===== src/rtl/matmul_fifo_ctrl_if.sv =====
// Operand write channel from the register file into the FIFO sequencer.
// The master drives the write request and the slave returns cfg_ready.
interface matmul_fifo_ctrl_if #(
  parameter int BUS_WIDTH = 32,
  parameter int MAX_DIM   = 4
);
  localparam int LW = (MAX_DIM > 1) ? $clog2(MAX_DIM) : 1;

  logic                 cfg_valid;
  logic                 cfg_ready;
  logic                 cfg_sel;
  logic [LW-1:0]        cfg_line;
  logic [LW-1:0]        cfg_place;
  logic [BUS_WIDTH-1:0] cfg_data;

  modport master (
    output cfg_valid, cfg_sel, cfg_line, cfg_place, cfg_data,
    input  cfg_ready
  );

  modport slave (
    input  cfg_valid, cfg_sel, cfg_line, cfg_place, cfg_data,
    output cfg_ready
  );
endinterface


===== src/rtl/matmul_fifo_ctrl.sv =====
// Operand FIFO bank sequencer: one-hot load writes, optional reassign, timed start strobe.
// Optional MATMUL_CTRL_PERF_EN adds a saturating busy-cycle counter on perf_cycles.
module matmul_fifo_ctrl #(
  parameter int BUS_WIDTH  = 32,
  parameter int DATA_WIDTH = 16,
  parameter int MAX_DIM    = 4,
  parameter int RUN_LEN    = 3*MAX_DIM-1,
  localparam int LW        = (MAX_DIM > 1) ? $clog2(MAX_DIM) : 1
) (
  input  logic                 clk,
  input  logic                 reset,
  matmul_fifo_ctrl_if.slave    cfg,
  input  logic                 go,
  input  logic                 reuse_a,
  input  logic                 reuse_b,
  output logic [MAX_DIM-1:0]   fifo_a_we,
  output logic [MAX_DIM-1:0]   fifo_b_we,
  output logic [BUS_WIDTH-1:0] fifo_wdata,
  output logic [LW-1:0]        fifo_place,
  output logic                 fifo_start,
  output logic                 fifo_reassign,
  output logic                 fifo_reassign_en_a,
  output logic                 fifo_reassign_en_b,
  output logic                 busy,
`ifdef MATMUL_CTRL_PERF_EN
  output logic [15:0]          perf_cycles,
`endif
  output logic                 done
);

  localparam int CW = $clog2(RUN_LEN+1);

  if (RUN_LEN < 2*MAX_DIM || DATA_WIDTH < 1) begin : g_bad_run_len
    $fatal(1, "matmul_fifo_ctrl: RUN_LEN must be at least 2*MAX_DIM");
  end

  typedef enum logic [1:0] {IDLE, REASSIGN, RUN, DONE} state_t;

  state_t               state;
  logic [CW-1:0]        run_cnt;
  logic                 handshake;
  logic                 we_pending;
  logic                 go_accept;
  logic [MAX_DIM-1:0]   line_onehot;

  assign cfg.cfg_ready = (state == IDLE) && !go;
  assign handshake     = cfg.cfg_valid && cfg.cfg_ready;
  assign we_pending    = (|fifo_a_we) || (|fifo_b_we);
  // Holding off go while a write pulse is in flight guarantees the write lands before start.
  assign go_accept     = (state == IDLE) && go && !we_pending;
  assign line_onehot   = MAX_DIM'(1) << cfg.cfg_line;

  always_ff @(posedge clk or negedge reset) begin
    if (!reset) begin
      state              <= IDLE;
      run_cnt            <= '0;
      fifo_a_we          <= '0;
      fifo_b_we          <= '0;
      fifo_wdata         <= '0;
      fifo_place         <= '0;
      fifo_start         <= 1'b0;
      fifo_reassign      <= 1'b0;
      fifo_reassign_en_a <= 1'b0;
      fifo_reassign_en_b <= 1'b0;
      busy               <= 1'b0;
      done               <= 1'b0;
    end else begin
      fifo_a_we <= '0;
      fifo_b_we <= '0;
      if (handshake) begin
        if (cfg.cfg_sel) fifo_b_we <= line_onehot;
        else             fifo_a_we <= line_onehot;
        fifo_wdata <= cfg.cfg_data;
        fifo_place <= cfg.cfg_place;
      end
      case (state)
        IDLE: begin
          done <= 1'b0;
          if (go_accept) begin
            busy    <= 1'b1;
            run_cnt <= '0;
            if (reuse_a || reuse_b) begin
              state              <= REASSIGN;
              fifo_reassign      <= 1'b1;
              fifo_reassign_en_a <= reuse_a;
              fifo_reassign_en_b <= reuse_b;
            end else begin
              state      <= RUN;
              fifo_start <= 1'b1;
            end
          end
        end
        REASSIGN: begin
          state              <= RUN;
          fifo_reassign      <= 1'b0;
          fifo_reassign_en_a <= 1'b0;
          fifo_reassign_en_b <= 1'b0;
          fifo_start         <= 1'b1;
        end
        RUN: begin
          if (run_cnt == CW'(RUN_LEN-1)) begin
            state      <= DONE;
            fifo_start <= 1'b0;
            done       <= 1'b1;
          end else begin
            run_cnt <= run_cnt + 1'b1;
          end
        end
        DONE: begin
          state <= IDLE;
          done  <= 1'b0;
          busy  <= 1'b0;
        end
        default: state <= IDLE;
      endcase
    end
  end

`ifdef MATMUL_CTRL_PERF_EN
  always_ff @(posedge clk or negedge reset) begin
    if (!reset) begin
      perf_cycles <= '0;
    end else if (go_accept) begin
      perf_cycles <= '0;
    end else if (state != IDLE && perf_cycles != 16'hFFFF) begin
      perf_cycles <= perf_cycles + 16'd1;
    end
  end
`endif

endmodule

===== src/flat_wrapper.sv =====
// flat-port wrapper written by rule: the top's interface ports become plain ports
module matmul_fifo_ctrl_flat 
#(
  parameter int BUS_WIDTH  = 32,
  parameter int DATA_WIDTH = 16,
  parameter int MAX_DIM    = 4,
  parameter int RUN_LEN    = 3*MAX_DIM-1,
  localparam int LW        = (MAX_DIM > 1) ? $clog2(MAX_DIM) : 1
)
  (clk, reset, go, reuse_a, reuse_b, fifo_a_we, fifo_b_we, fifo_wdata, fifo_place, fifo_start, fifo_reassign, fifo_reassign_en_a, fifo_reassign_en_b, busy, done, cfg_cfg_valid, cfg_cfg_sel, cfg_cfg_line, cfg_cfg_place, cfg_cfg_data, cfg_cfg_ready);
  matmul_fifo_ctrl_if #(.BUS_WIDTH(BUS_WIDTH), .MAX_DIM(MAX_DIM)) cfg_i ();
  input  logic clk;
  input  logic reset;
  input  logic go;
  input  logic reuse_a;
  input  logic reuse_b;
  output logic [MAX_DIM-1:0] fifo_a_we;
  output logic [MAX_DIM-1:0] fifo_b_we;
  output logic [BUS_WIDTH-1:0] fifo_wdata;
  output logic [LW-1:0] fifo_place;
  output logic fifo_start;
  output logic fifo_reassign;
  output logic fifo_reassign_en_a;
  output logic fifo_reassign_en_b;
  output logic busy;
  output logic done;
  input wire logic [$bits(cfg_i.cfg_valid)-1:0] cfg_cfg_valid;
  input wire logic [$bits(cfg_i.cfg_sel)-1:0] cfg_cfg_sel;
  input wire logic [$bits(cfg_i.cfg_line)-1:0] cfg_cfg_line;
  input wire logic [$bits(cfg_i.cfg_place)-1:0] cfg_cfg_place;
  input wire logic [$bits(cfg_i.cfg_data)-1:0] cfg_cfg_data;
  output wire logic [$bits(cfg_i.cfg_ready)-1:0] cfg_cfg_ready;
  assign cfg_i.cfg_valid = cfg_cfg_valid;
  assign cfg_i.cfg_sel = cfg_cfg_sel;
  assign cfg_i.cfg_line = cfg_cfg_line;
  assign cfg_i.cfg_place = cfg_cfg_place;
  assign cfg_i.cfg_data = cfg_cfg_data;
  assign cfg_cfg_ready = cfg_i.cfg_ready;
  matmul_fifo_ctrl #(.BUS_WIDTH(BUS_WIDTH), .DATA_WIDTH(DATA_WIDTH), .MAX_DIM(MAX_DIM), .RUN_LEN(RUN_LEN)) u_core (.clk(clk), .reset(reset), .cfg(cfg_i), .go(go), .reuse_a(reuse_a), .reuse_b(reuse_b), .fifo_a_we(fifo_a_we), .fifo_b_we(fifo_b_we), .fifo_wdata(fifo_wdata), .fifo_place(fifo_place), .fifo_start(fifo_start), .fifo_reassign(fifo_reassign), .fifo_reassign_en_a(fifo_reassign_en_a), .fifo_reassign_en_b(fifo_reassign_en_b), .busy(busy), .done(done));
endmodule

===== config.mk =====
export PLATFORM = sky130hd
export DESIGN_NAME = matmul_fifo_ctrl_flat
export DESIGN_NICKNAME = d
export VERILOG_FILES = /design/src/rtl/matmul_fifo_ctrl_if.sv /design/src/rtl/matmul_fifo_ctrl.sv /design/src/flat_wrapper.sv
export SDC_FILE = /design/constraint.sdc
export NUM_CORES = 1
export LEC_CHECK = 0
export BUFFER_PORTS_ARGS = -buffer_cell sky130_fd_sc_hd__buf_2
export CAP_MARGIN = 5
export CORE_ASPECT_RATIO = 0.9
export CORE_MARGIN = 8
export CORE_UTILIZATION = 49
export DETAILED_ROUTE_END_ITERATION = 8
export PLACE_DENSITY = 0.8
export SYNTH_ARGS = -nofsm -noshare
export SYNTH_HDL_FRONTEND = slang
export SYNTH_SLANG_ARGS = --single-unit

===== constraint.sdc =====
create_clock -name clk -period 2.1 [get_ports clk]
set_input_delay 0.105 -clock clk [delete_from_list [all_inputs] [get_ports clk]]
set_output_delay 0.105 -clock clk [all_outputs]
set_load 0.01 [all_outputs]

Word level (Yosys, flattened, before mapping)
Cells that the tools add are included.
{"block": "classes", "addsub": 1, "muxes": 28, "n_eq_ne": 9, "reduce_logical": 23, "n_shift": 1}
{"operator": "2-to-1 mux 4 bit", "n": 6}
{"operator": "2-to-1 mux 1 bit", "n": 11}
{"operator": "case mux 1 bit (2 select lines)", "n": 5}
{"operator": "case mux 2 bit (4 select lines)", "n": 1}
{"operator": "case mux 4 bit (2 select lines)", "n": 1}
{"operator": "nonzero test 2 bit", "n": 4}
{"operator": "OR reduction 4 bit", "n": 2}
{"operator": "2-to-1 mux 2 bit", "n": 3}
{"operator": "inequality test 2 bit, second input constant", "n": 3}
{"operator": "AND reduction 2 bit", "n": 3}
{"operator": "AND reduction 3 bit", "n": 2}
{"operator": "adder 4 x 1 -> 4 bit, second input constant", "n": 1}
{"operator": "equality test 2 bit, second input constant", "n": 2}
{"operator": "equality test 4 bit, second input constant", "n": 1}
{"operator": "logical AND 1 bit", "n": 4}
{"operator": "inequality test 2 x 1 -> 1 bit, second input constant", "n": 2}
{"operator": "AND reduction 4 bit", "n": 1}
{"operator": "<< shifter 1 x 2 -> 4 bit, first input constant", "n": 1}
{"operator": "case mux 1 bit (3 select lines)", "n": 1}
{"operator": "nonzero test 3 bit", "n": 1}
{"operator": "equality test 2 x 1 -> 1 bit, second input constant", "n": 1}
{"operator": "zero test 1 bit", "n": 2}
{"operator": "zero test 2 bit", "n": 1}
{"operator": "logical OR 1 bit", "n": 2}
{"operator": "OR reduction 2 bit", "n": 1}
{"block": "word_totals", "output_inout_bits": 49, "reg_bits": 54, "inputBits": 43, "word_cells": 74}

Longest topological paths before layout
Gate-level depths: netlist (run 1).
{"block": "depth", "ltp_word": 6, "mapped_depth": 8, "mapped_depth_nobuf": 6}

Worst setup path before layout (run 1)
OpenSTA, ideal clock, no wires.
{"block": "synth_path", "path_type": "reg2reg", "startpoint": "register u_core.state[0]", "endpoint": "register u_core.fifo_wdata[15]", "setup_ps": 125, "t_arrival_ps": 1593, "slack_ps": 381, "stages_incl_launch_ff": 9, "path_buffers": 2, "period_less_slack_ps": 1719, "t_required_ps": 1975, "path_cell_list": "dfrtp_1 -> inv_1 -> ha_1 -> inv_2 -> nor2_4 -> nand2_1 -> buf_6 -> buf_6 -> mux2_4"}
{"block": "synth_via", "elab_chain_len": 3}
{"element": "start: declaration", "line_no": "matmul_fifo_ctrl.sv:39", "rtl": "state_t state;"}
{"element": "start signal: assignment", "line_no": "matmul_fifo_ctrl.sv:55", "rtl": "state <= IDLE;"}
{"element": "start signal: assignment", "line_no": "matmul_fifo_ctrl.sv:83", "rtl": "state <= REASSIGN;"}
{"element": "start signal: assignment", "line_no": "matmul_fifo_ctrl.sv:88", "rtl": "state <= RUN;"}
{"element": "zero test 2 bit", "line_no": "matmul_fifo_ctrl.sv:46", "rtl": "assign cfg.cfg_ready = (state == IDLE) && !go;"}
{"element": "logical AND 1 bit", "line_no": "matmul_fifo_ctrl.sv:46"}
{"element": "net cfg_cfg_ready", "line_no": "flat_wrapper.sv:32", "rtl": "output wire logic [$bits(cfg_i.cfg_ready)-1:0] cfg_cfg_ready;"}
{"element": "logical AND 1 bit", "line_no": "matmul_fifo_ctrl.sv:47", "rtl": "assign handshake = cfg.cfg_valid && cfg.cfg_ready;"}
{"element": "end signal: assignment", "line_no": "matmul_fifo_ctrl.sv:73", "rtl": "fifo_wdata <= cfg.cfg_data;"}
{"element": "end: declaration", "line_no": "matmul_fifo_ctrl.sv:18", "rtl": "output logic [BUS_WIDTH-1:0] fifo_wdata,"}
The timed path passes the listed nets, and every way through them passes these cells.
A chain may end at the register's enable or synchronous reset.

Final worst setup path (run 1)
{"block": "layout_path", "startpoint": "register u_core.state[0]", "endpoint": "register u_core.fifo_a_we[2]"}
{"block": "layout_via", "elab_chain_len": 4}
{"element": "zero test 2 bit", "line_no": "matmul_fifo_ctrl.sv:46"}
{"element": "logical AND 1 bit", "line_no": "matmul_fifo_ctrl.sv:46"}
{"element": "logical AND 1 bit", "line_no": "matmul_fifo_ctrl.sv:47"}
{"element": "2-to-1 mux 4 bit", "line_no": "matmul_fifo_ctrl.sv:70", "rtl": "if (handshake) begin"}
{"element": "end signal: assignment", "line_no": "matmul_fifo_ctrl.sv:72", "rtl": "else fifo_a_we <= line_onehot;"}
{"element": "end: declaration", "line_no": "matmul_fifo_ctrl.sv:16", "rtl": "output logic [MAX_DIM-1:0] fifo_a_we,"}
Every way passes these cells.

==> results of run 1 <==
==> sequential cells by signal, summed over array words and instances (netlist names), 2 cells and up <==
| register | cells |
|---|---|
| u_core.fifo_wdata | 32 |
| u_core.state | 2 |
| u_core.fifo_place | 2 |
| u_core.fifo_b_we | 4 |
| u_core.fifo_a_we | 4 |
| u_core.run_cnt | 4 |
==> kinds of logic after synthesis <==
| kind of cell | synth area share, % |
|---|---|
| buf+inv | 3.55 |
| compound gates | 7.26 |
| flops | 54.8 |
| fa+ha+maj | 3.55 |
| mux | 19.6 |
| simple gates | 11.2 |
==> metrics by stage <==
stage | cell area (µm²) | power [µW] | std cells | util [%] | worst slack (ps)
global placement | 2990 | 3630 | 341 | 61.7 | 476
floorplan | 2460 | 2980 | 190 | - | 381
detailed placement | 2990 | 3690 | 341 | 61.7 | 425
CTS | 3150 | 4460 | 353 | 65.1 | 291
global route | 3150 | 4700 | 353 | 65.1 | 58.3
finish | 3150 | 4390 | 353 | 65.1 | 246
==> metal layers <==
| metal | vias to the layer above | share of wire [%] | track usage [%] |
|---|---|---|---|
| li1 | 874 | - | - |
| met1 | 874 | 43 | 17.6 |
| met2 | 62 | 47 | 23.8 |
| met3 | 10 | 8.2 | 6.74 |
| met4 | 0 | 1.8 | 6.34 |
| met5 | - | 0 | 0 |
==> layout make-up <==
| cell class | count | area (µm²) |
|---|---|---|
| repair buffers | 99 | 538 |
| fillers | 383 | 1690 |
| well taps | 65 | 81.3 |
| flip-flops and latches | 54 | 1350 |
| inverters | 7 | 26.3 |
| clock inverters | 2 | 38.8 |
| clock buffers | 6 | 82.6 |
| multi-input cells | 120 | 1030 |
==> what timing repair did <==
item,CTS,global route
endpoints found under the setup margin,0,0
endpoints found under the hold margin,18,0
hold buffers,4,0
==> Yosys cell counts, drive strengths merged (3+ instances only) <==
cell type	count	share of area, %
a21oi	7	1.4
a31oi	6	1.8
buf	6	2.0
clkbuf	3	0.46
dfrtp	54	55
ha	7	3.6
inv	7	1.1
mux2	34	18
mux2i	4	1.6
nand2	6	0.91
nand2b	4	1.0
nand3	11	2.2
nor2	10	1.8
nor3	4	0.81
o21ai	4	0.81
o22ai	3	0.76
==> power by group through the flow <==
| stage | registers (µW) | clock network, µW | logic (µW) |
|---|---|---|---|
| 2_1_floorplan | 1930 | 0 | 1050 |
| 3_3_place_gp | 1750 | 0 | 1870 |
| 3_5_place_dp | 1760 | 0 | 1930 |
| 4_1_cts | 1760 | 762 | 1940 |
| 5_1_grt | 1820 | 800 | 2080 |
| 6_report | 1760 | 737 | 1900 |
==> path summary, 6_finish.rpt <==
path                                       from               endpoint  slack (ps)  cells past startpoint
setup / recovery                u_core.state[0]    u_core.fifo_a_we[2]         250                      7
hold / removal                  cfg_cfg_data[0]   u_core.fifo_wdata[0]          20                      2
setup reg to reg                u_core.state[0]    u_core.fifo_a_we[2]         250                      7
hold reg to reg            u_core.fifo_wdata[7]   u_core.fifo_wdata[7]         510                      1
max in group asynchronous                 reset  u_core.fifo_wdata[31]        1270                      3
min in group asynchronous                 reset    u_core.fifo_b_we[3]         240                      2
==> results_dict.tcl, run 1 <==
set metrics [dict create \
    status "finished clean" \
    cts_tree "built" \
    seqPwrFrac_pct 40.0 \
    fp.dieH_um 83.3 \
    clock_skew_ps 7.35 \
    synth_cells 190 \
    grt_pass1_wl_mm 9.38 \
    ys_types 41 \
    finalHoldViolCount 0 \
    track_usage_pct 15.2 \
    synth_area_um2 2460 \
    crit_family "buffers and inverters" \
    clock_latency_ps 310 \
    pwr-share-clk_pct 16.8 \
    drive_above_1_share_pct 50.0 \
    htree_num_levels 2 \
    fp.dieW_um 90.8 \
    path_clk_slew_ps 100 \
    vias 1820 \
    cts_buffers 5 \
    min_period_ps 1850 \
    power.density_nw_per_um2 1400 \
    synthToLayoutAreaGrowth_pct 27.7 \
    final_nets 337 \
    yosysWarnings 0 \
    crit_buf_inv 3 \
    finalCritPeriodShare_pct 88.3 \
    worstMarginPinSlew_ps 572 \
    viasPerCell 5.16 \
    p_sw_uw 1550 \
    fin_tns_setup_ps 0 \
    drc 0 \
    critPathArrivalTime_ps 2100 \
    clock.fmax_mhz 539 \
    cts_resized 0 \
    worstPathCellList "inv_1 > ha_1 > inv_2 > nor2_4 > nand3_1 > nor3_1 > dlygate4sd3_1" \
    wirelength_mm 5.65 \
    root_buffer "clkbuf_8" \
    io_buffers 91 \
    cts_buffer_depth 2 \
    synth.ff_latch_count 54 \
    drtAntennaViolNets 0 \
    num_antenna_cells 0 \
    overflow 0 \
    grt_setup_unrepaired "false" \
    p_int_uw 2840 \
    cpMaxStageDelayCell "dlygate4sd3_1" \
    avgSynthCellArea_um2 13.0 \
    power.leakage_uw 0.00161 \
    ios 92 \
    slowest_delay_ps 580 \
    holdWs_ps 19.5 \
    async_flop_share_pct 100 \
    clkSinkCount 54 \
    setup_violations 0 \
    antenna_found_initial 0 \
    grt_max_degree 39 \
    slew_violations 0 \
    required_ps 2350 \
    critPathMaxFanout 4 \
    ir_drop_v 0.000887 \
    synth_flop_cell "dfrtp_1" \
    dpl.hpwl_mm 4.30 \
    final_cell_mix "91 x buf_2, 54 x dfrtp_1, 18 x mux2_2" \
    synth_fp_nets 240 \
    synth.yosys.seq_area_share_pct 54.8 \
    relSlewSlack_pct 61.8 \
    rows 24 \
    design.core.area_um2 4830 \
    synth-edff-count 0 \
    start_kind "flip-flop" \
    dr.pass1.iters 4 \
    drt_iter0_drc 56 \
    endpoint_kind "flip-flop" \
    postCtsSetupRepairBufs 0 \
    cap_violations 0 \
    final_common_cell "buf_2" \
    initial_utilization_pct 51.0 \
    die_area_um2 7560 \
    crit_type "flip-flop to flip-flop" \
    switching_share_pct 35.3 \
    gp_congestion 0.833 \
    wire_per_inst_um 16.0 \
    grt_pass1_vias 2001 \
    power_frac_comb_pct 43.3 \
    min_path_type "primary input to flip-flop" \
]
Note: power is estimated with default switching activity, not from simulation.
==> run 2, diff against run 1 <==
- PLACE_DENSITY: 0.8 -> 0.77
==> run 2 against run 1 <==
Effect of this change:
- cell count increased by 0.85%
- combinational power about the same
- global-route usage increased by 0.85 points
- first-iteration DRC count decreased by 23%
- sequential power about the same
- final area increased by 0.40%
- worst setup slack got worse by 130 ps
- clock skew increased by 2.6 ps
- non-clock buffer count increased by 4
- routed wire length increased by 1.9%
- clock power decreased by 23%
==> results_dict.tcl, run 2 (synthesis results as in run 1) <==
set metrics [dict create \
    setup_violations 0 \
    stdcell_area_um2 3160 \
    grt_pass1_wl_mm 9.86 \
    ios 92 \
    root_buffer "clkbuf_8" \
    synthToLayoutAreaGrowth_pct 28.2 \
    overflow 0 \
    start_kind "flip-flop" \
    final_cell_mix "91 x buf_2, 54 x dfrtp_1, 18 x mux2_2" \
    worstPathCellList "inv_1 > ha_1 > inv_2 > nor2_4 > nand2_2 > nor4_1 > dlygate4sd3_1" \
    fillCellCount 387 \
    largest_register "u_core.fifo_wdata" \
    cts_tree "built" \
    cts_resized 0 \
    cts_buffers 5 \
    clock.fmax_mhz 505 \
    dr.pass1.iters 4 \
    power.leakage_uw 0.00161 \
    status "finished clean" \
    grt_pass1_vias 2086 \
    design.core.area_um2 4830 \
    track_usage_pct 16.0 \
    endpoint_kind "flip-flop" \
    drt_iter0_drc 43 \
    fp.dieH_um 83.3 \
    pwr-share-clk_pct 13.3 \
    initial_utilization_pct 51.0 \
    place_area_um2 3010 \
    power_frac_comb_pct 45.4 \
    htree_num_levels 2 \
    power.density_nw_per_um2 1350 \
    crit_type "flip-flop to flip-flop" \
    final_common_cell "buf_2" \
    path_clk_slew_ps 100 \
    largest_reg_flops 32 \
    cpMaxStageDelayCell "dlygate4sd3_1" \
    ir_drop_v 0.000775 \
    finalCritPeriodShare_pct 94.3 \
    min_path_type "primary input to flip-flop" \
    p_int_uw 2690 \
    seqPwrFrac_pct 41.4 \
    critPathArrivalTime_ps 2230 \
    multi_input_area_um2 1030 \
    required_ps 2350 \
    finalHoldViolCount 0 \
    num_antenna_cells 0 \
    final_nets 341 \
    postCtsSetupRepairBufs 0 \
    antenna_found_initial 0 \
    min_period_ps 1980 \
    dpl.hpwl_mm 4.41 \
    io_buffers 91 \
    wire_per_inst_um 16.2 \
    clkSinkCount 54 \
    seqCellArea_um2 1350 \
    slowest_delay_ps 590 \
    vias 1864 \
    gp_congestion 0.813 \
    fp.dieW_um 90.8 \
    switching_share_pct 36.7 \
    drc 0 \
    cts_buffer_depth 2 \
    wirelength_mm 5.76 \
    p_sw_uw 1560 \
    drive_above_1_share_pct 49.5 \
    clock_latency_ps 310 \
    viasPerCell 5.24 \
    critPathMaxFanout 7 \
    clock_skew_ps 10.0 \
    grt_max_degree 31 \
    cts_hold_buf 5 \
    relSlewSlack_pct 57.8 \
    slew_violations 0 \
    rows 24 \
    drtAntennaViolNets 0 \
    cap_violations 0 \
    die_area_um2 7560 \
    worstMarginPinSlew_ps 633 \
    grt_setup_unrepaired "false" \
    fin_tns_setup_ps 0 \
]
## run 2: changes by cell type in the layout (fill, tap and decap cells not counted), sizes merged
cell and delta:
dlygate4sd3 +3, clkinvlp +2, buf +1, bufinv -1
clkbuf -1, inv -1
## run 2: critical path: cells and delay by family, from the launching register on
family / cells / cell delay (ps)
fa+ha+maj: 1 / 190
buf+inv: 3 / 800
flops: 1 / 440
simple gates: 3 / 500
## run 2: power groups by stage
| stage | sequential, µW | combinational, µW | clock [µW] |
|---|---|---|---|
| 3_5_place_dp | 1760 | 1960 | 0 |
| 5_1_grt | 1820 | 2110 | 634 |
| 3_3_place_gp | 1750 | 1900 | 0 |
| 6_report | 1760 | 1930 | 564 |
| 4_1_cts | 1760 | 1960 | 588 |
| 2_1_floorplan | 1930 | 1050 | 0 |
## run 2: stage by stage
step                utilization, %  power, µW  hold WS (ps)  instances  worst slack (ps)
floorplan                        -       2980          -191        190               381
global placement              62.2       3650           163        342               432
detailed placement            62.2       3720           164        342               351
CTS                           64.9       4300          12.2        354               189
global route                  65.3       4570         0.734        356              12.0
finish                        65.3       4250          20.0        356               120
## run 2: path summary, 6_finish.rpt
| check | from | to | slack [ps] | cells after the start |
|---|---|---|---|---|
| worst max register to register | u_core.state[0] | u_core.fifo_a_we[0] | 120 | 7 |
| worst min register to register | u_core.fifo_wdata[14] | u_core.fifo_wdata[14] | 510 | 1 |
| max in group asynchronous | reset | u_core.fifo_b_we[2] | 1110 | 3 |
| min in group asynchronous | reset | u_core.fifo_wdata[27] | 350 | 2 |
| worst min-delay path | cfg_cfg_data[22] | u_core.fifo_wdata[22] | 20 | 2 |
| worst max-delay path | u_core.state[0] | u_core.fifo_a_we[0] | 120 | 7 |
## run 2: metal layers
metal | wire, µm | up-vias | global-route usage, %
li1 | - | 879 | -
met1 | 2370 | 917 | 17.9
met2 | 2820 | 60 | 26.3
met3 | 491 | 8 | 7.19
met4 | 79 | 0 | 5.89
met5 | 0 | - | 0
## run 2: cell type report
class	instances	share of cell area, %
inverters	7	0.832
clock buffers	5	2.18
repair buffers	103	18.6
multi-input cells	120	32.6
clock inverters	2	0.475
flip-flops and latches	54	42.8
well taps	65	2.57
==> run 3, diff against run 2 <==
==> constraint.sdc (replaced) <==
create_clock -name clk -period 2.1 [get_ports clk]
set_input_delay 0.21 -clock clk [delete_from_list [all_inputs] [get_ports clk]]
set_output_delay 0.21 -clock clk [all_outputs]
set_load 0.01 [all_outputs]
==> run 3 against run 2 <==
Effect of this change:
- worst hold slack better by 100 ps
- via count decreased by 3.3%
- routed wire length decreased by 5.0%
- non-clock buffer count fell by 8
- highest routed layer unchanged
- fmax is 15% higher
- clock skew barely moved
- total power rose by 1.2%
- largest power group unchanged
- final area decreased by 1.5%
- die area unchanged
- clock-buffer cell count up 3
- sequential cell count unchanged
- cell count down 2.0%
==> results_dict.tcl, run 3 (synthesis results as in run 1) <==
set metrics [dict create \
    min_path_type "primary input to flip-flop" \
    clock.fmax_mhz 582 \
    synthToLayoutAreaGrowth_pct 26.2 \
    dpl.hpwl_mm 4.19 \
    ir_drop_v 0.00101 \
    grtUsageMet3_pct 7.64 \
    grt_pass1_vias 1994 \
    required_ps 2290 \
    finalCritPeriodShare_pct 81.8 \
    wirelength_mm 5.47 \
    holdWs_ps 120 \
    clock_skew_ps 9.94 \
    largest_reg_flops 32 \
    seqCellArea_um2 1350 \
    power.density_nw_per_um2 1380 \
    grt_setup_unrepaired "false" \
    htree_num_levels 2 \
    vias 1802 \
    start_kind "flip-flop" \
    crit_type "flip-flop to flip-flop" \
    use_met1_pct 17.9 \
    initial_utilization_pct 51.0 \
    largest_register "u_core.fifo_wdata" \
    root_buffer "clkbuf_8" \
    design.core.area_um2 4830 \
    postCtsSetupRepairBufs 0 \
    drt_iter0_drc 92 \
    drive_above_1_share_pct 50.4 \
    gp_congestion 0.826 \
    track_usage_pct 14.9 \
    cts_buffer_depth 2 \
    dr.pass1.iters 6 \
    grt_pass1_wl_mm 9.25 \
    r2r_setup_slack_ps 380 \
    viasPerCell 5.16 \
    io_buffers 91 \
    path_clk_slew_ps 90 \
    fillCellCount 388 \
    final_util_pct 64.3 \
    endpoint_kind "flip-flop" \
    rows 24 \
    final_common_cell "buf_2" \
    worstMarginPinSlew_ps 606 \
    fp.dieH_um 83.3 \
    drc 0 \
    wire_per_inst_um 15.7 \
    critPathArrivalTime_ps 1900 \
    final_cell_mix "91 x buf_2, 54 x dfrtp_1, 18 x mux2_2" \
    grt-busiest-layer "met2" \
    setup_violations 0 \
    clkSinkCount 54 \
    clock_latency_ps 300 \
    finalHoldViolCount 0 \
    slew_violations 0 \
    ios 92 \
    fin_tns_setup_ps 0 \
    drtAntennaViolNets 0 \
    min_period_ps 1720 \
    antenna_found_initial 0 \
    met2_usage_pct 23.2 \
    relSlewSlack_pct 59.6 \
    critPathMaxFanout 38 \
    cap_violations 0 \
    num_antenna_cells 0 \
    final_nets 333 \
    power.leakage_uw 0.00159 \
    die_area_um2 7560 \
    fp.dieW_um 90.8 \
    cts_buffers 5 \
    cts_tree "built" \
    overflow 0 \
    grt_max_degree 39 \
    status "finished clean" \
    multi_input_area_um2 1030 \
]
==> run 3: cell types whose count changed in the layout (fill, tap and decap cells not counted), sizes merged <==
| cell | before | now |
|---|---|---|
| buf | 96 | 94 |
| clkbuf | 5 | 8 |
| clkinvlp | 2 | 0 |
| dlygate4sd3 | 7 | 1 |
==> run 3: timing repair <==
| item | 4_1_cts | 5_1_grt |
|---|---|---|
| hold buffers | 1 | 0 |
| endpoints found under the hold margin | 25 | 0 |
| resized for setup | 0 | 0 |
==> run 3: metrics by stage <==
stage	setup slack, ps	cell area [µm²]	cells	total power, µW
3_5_place_dp	398	2990	340	3690
3_3_place_gp	473	2990	340	3630
2_1_floorplan	381	2460	190	2980
4_1_cts	364	3110	349	4370
5_1_grt	262	3110	349	4640
6_report	383	3110	349	4310
==> run 3: power by group <==
group | switching (µW) | internal (µW) | total [µW]
clock | 316 | 333 | 649
combinational | 937 | 967 | 1900
sequential | 271 | 1480 | 1750
==> run 3: area by class of cell <==
cell class              instances  share of cell area (%)
well taps                      65                    2.61
inverters                       7                   0.845
repair buffers                 95                    16.5
flip-flops and latches         54                    43.4
multi-input cells             120                    33.1
clock buffers                   8                    3.54
==> run 3: per-layer routing <==
layer  wire length, µm  part of all wire (%)  up-vias
li1                  -                     -      858
met1              2300                    42      866
met2              2570                    47       72
met3               546                    10        6
met4                53                  0.97        0
met5                 0                     0        -
==> run 3: worst paths after layout <==
path | startpoint | to | depth (start not counted)
max | u_core.state[0] | u_core.fifo_wdata[12] | 7
min | cfg_cfg_line[1] | u_core.fifo_b_we[0] | 2
max reg2reg | u_core.state[0] | u_core.fifo_wdata[12] | 7
min reg2reg | u_core.fifo_wdata[7] | u_core.fifo_wdata[7] | 1
max in group asynchronous | reset | u_core.fifo_wdata[4] | 3
min in group asynchronous | reset | u_core.fifo_wdata[30] | 2
==> run 3: critical path: stages (launching register included) <==
cell and delay, ps:
dfrtp_1 400, inv_1 90, ha_1 240, inv_2 120
nor2_4 50, nand2_2 80, buf_12 240, mux2_2 370
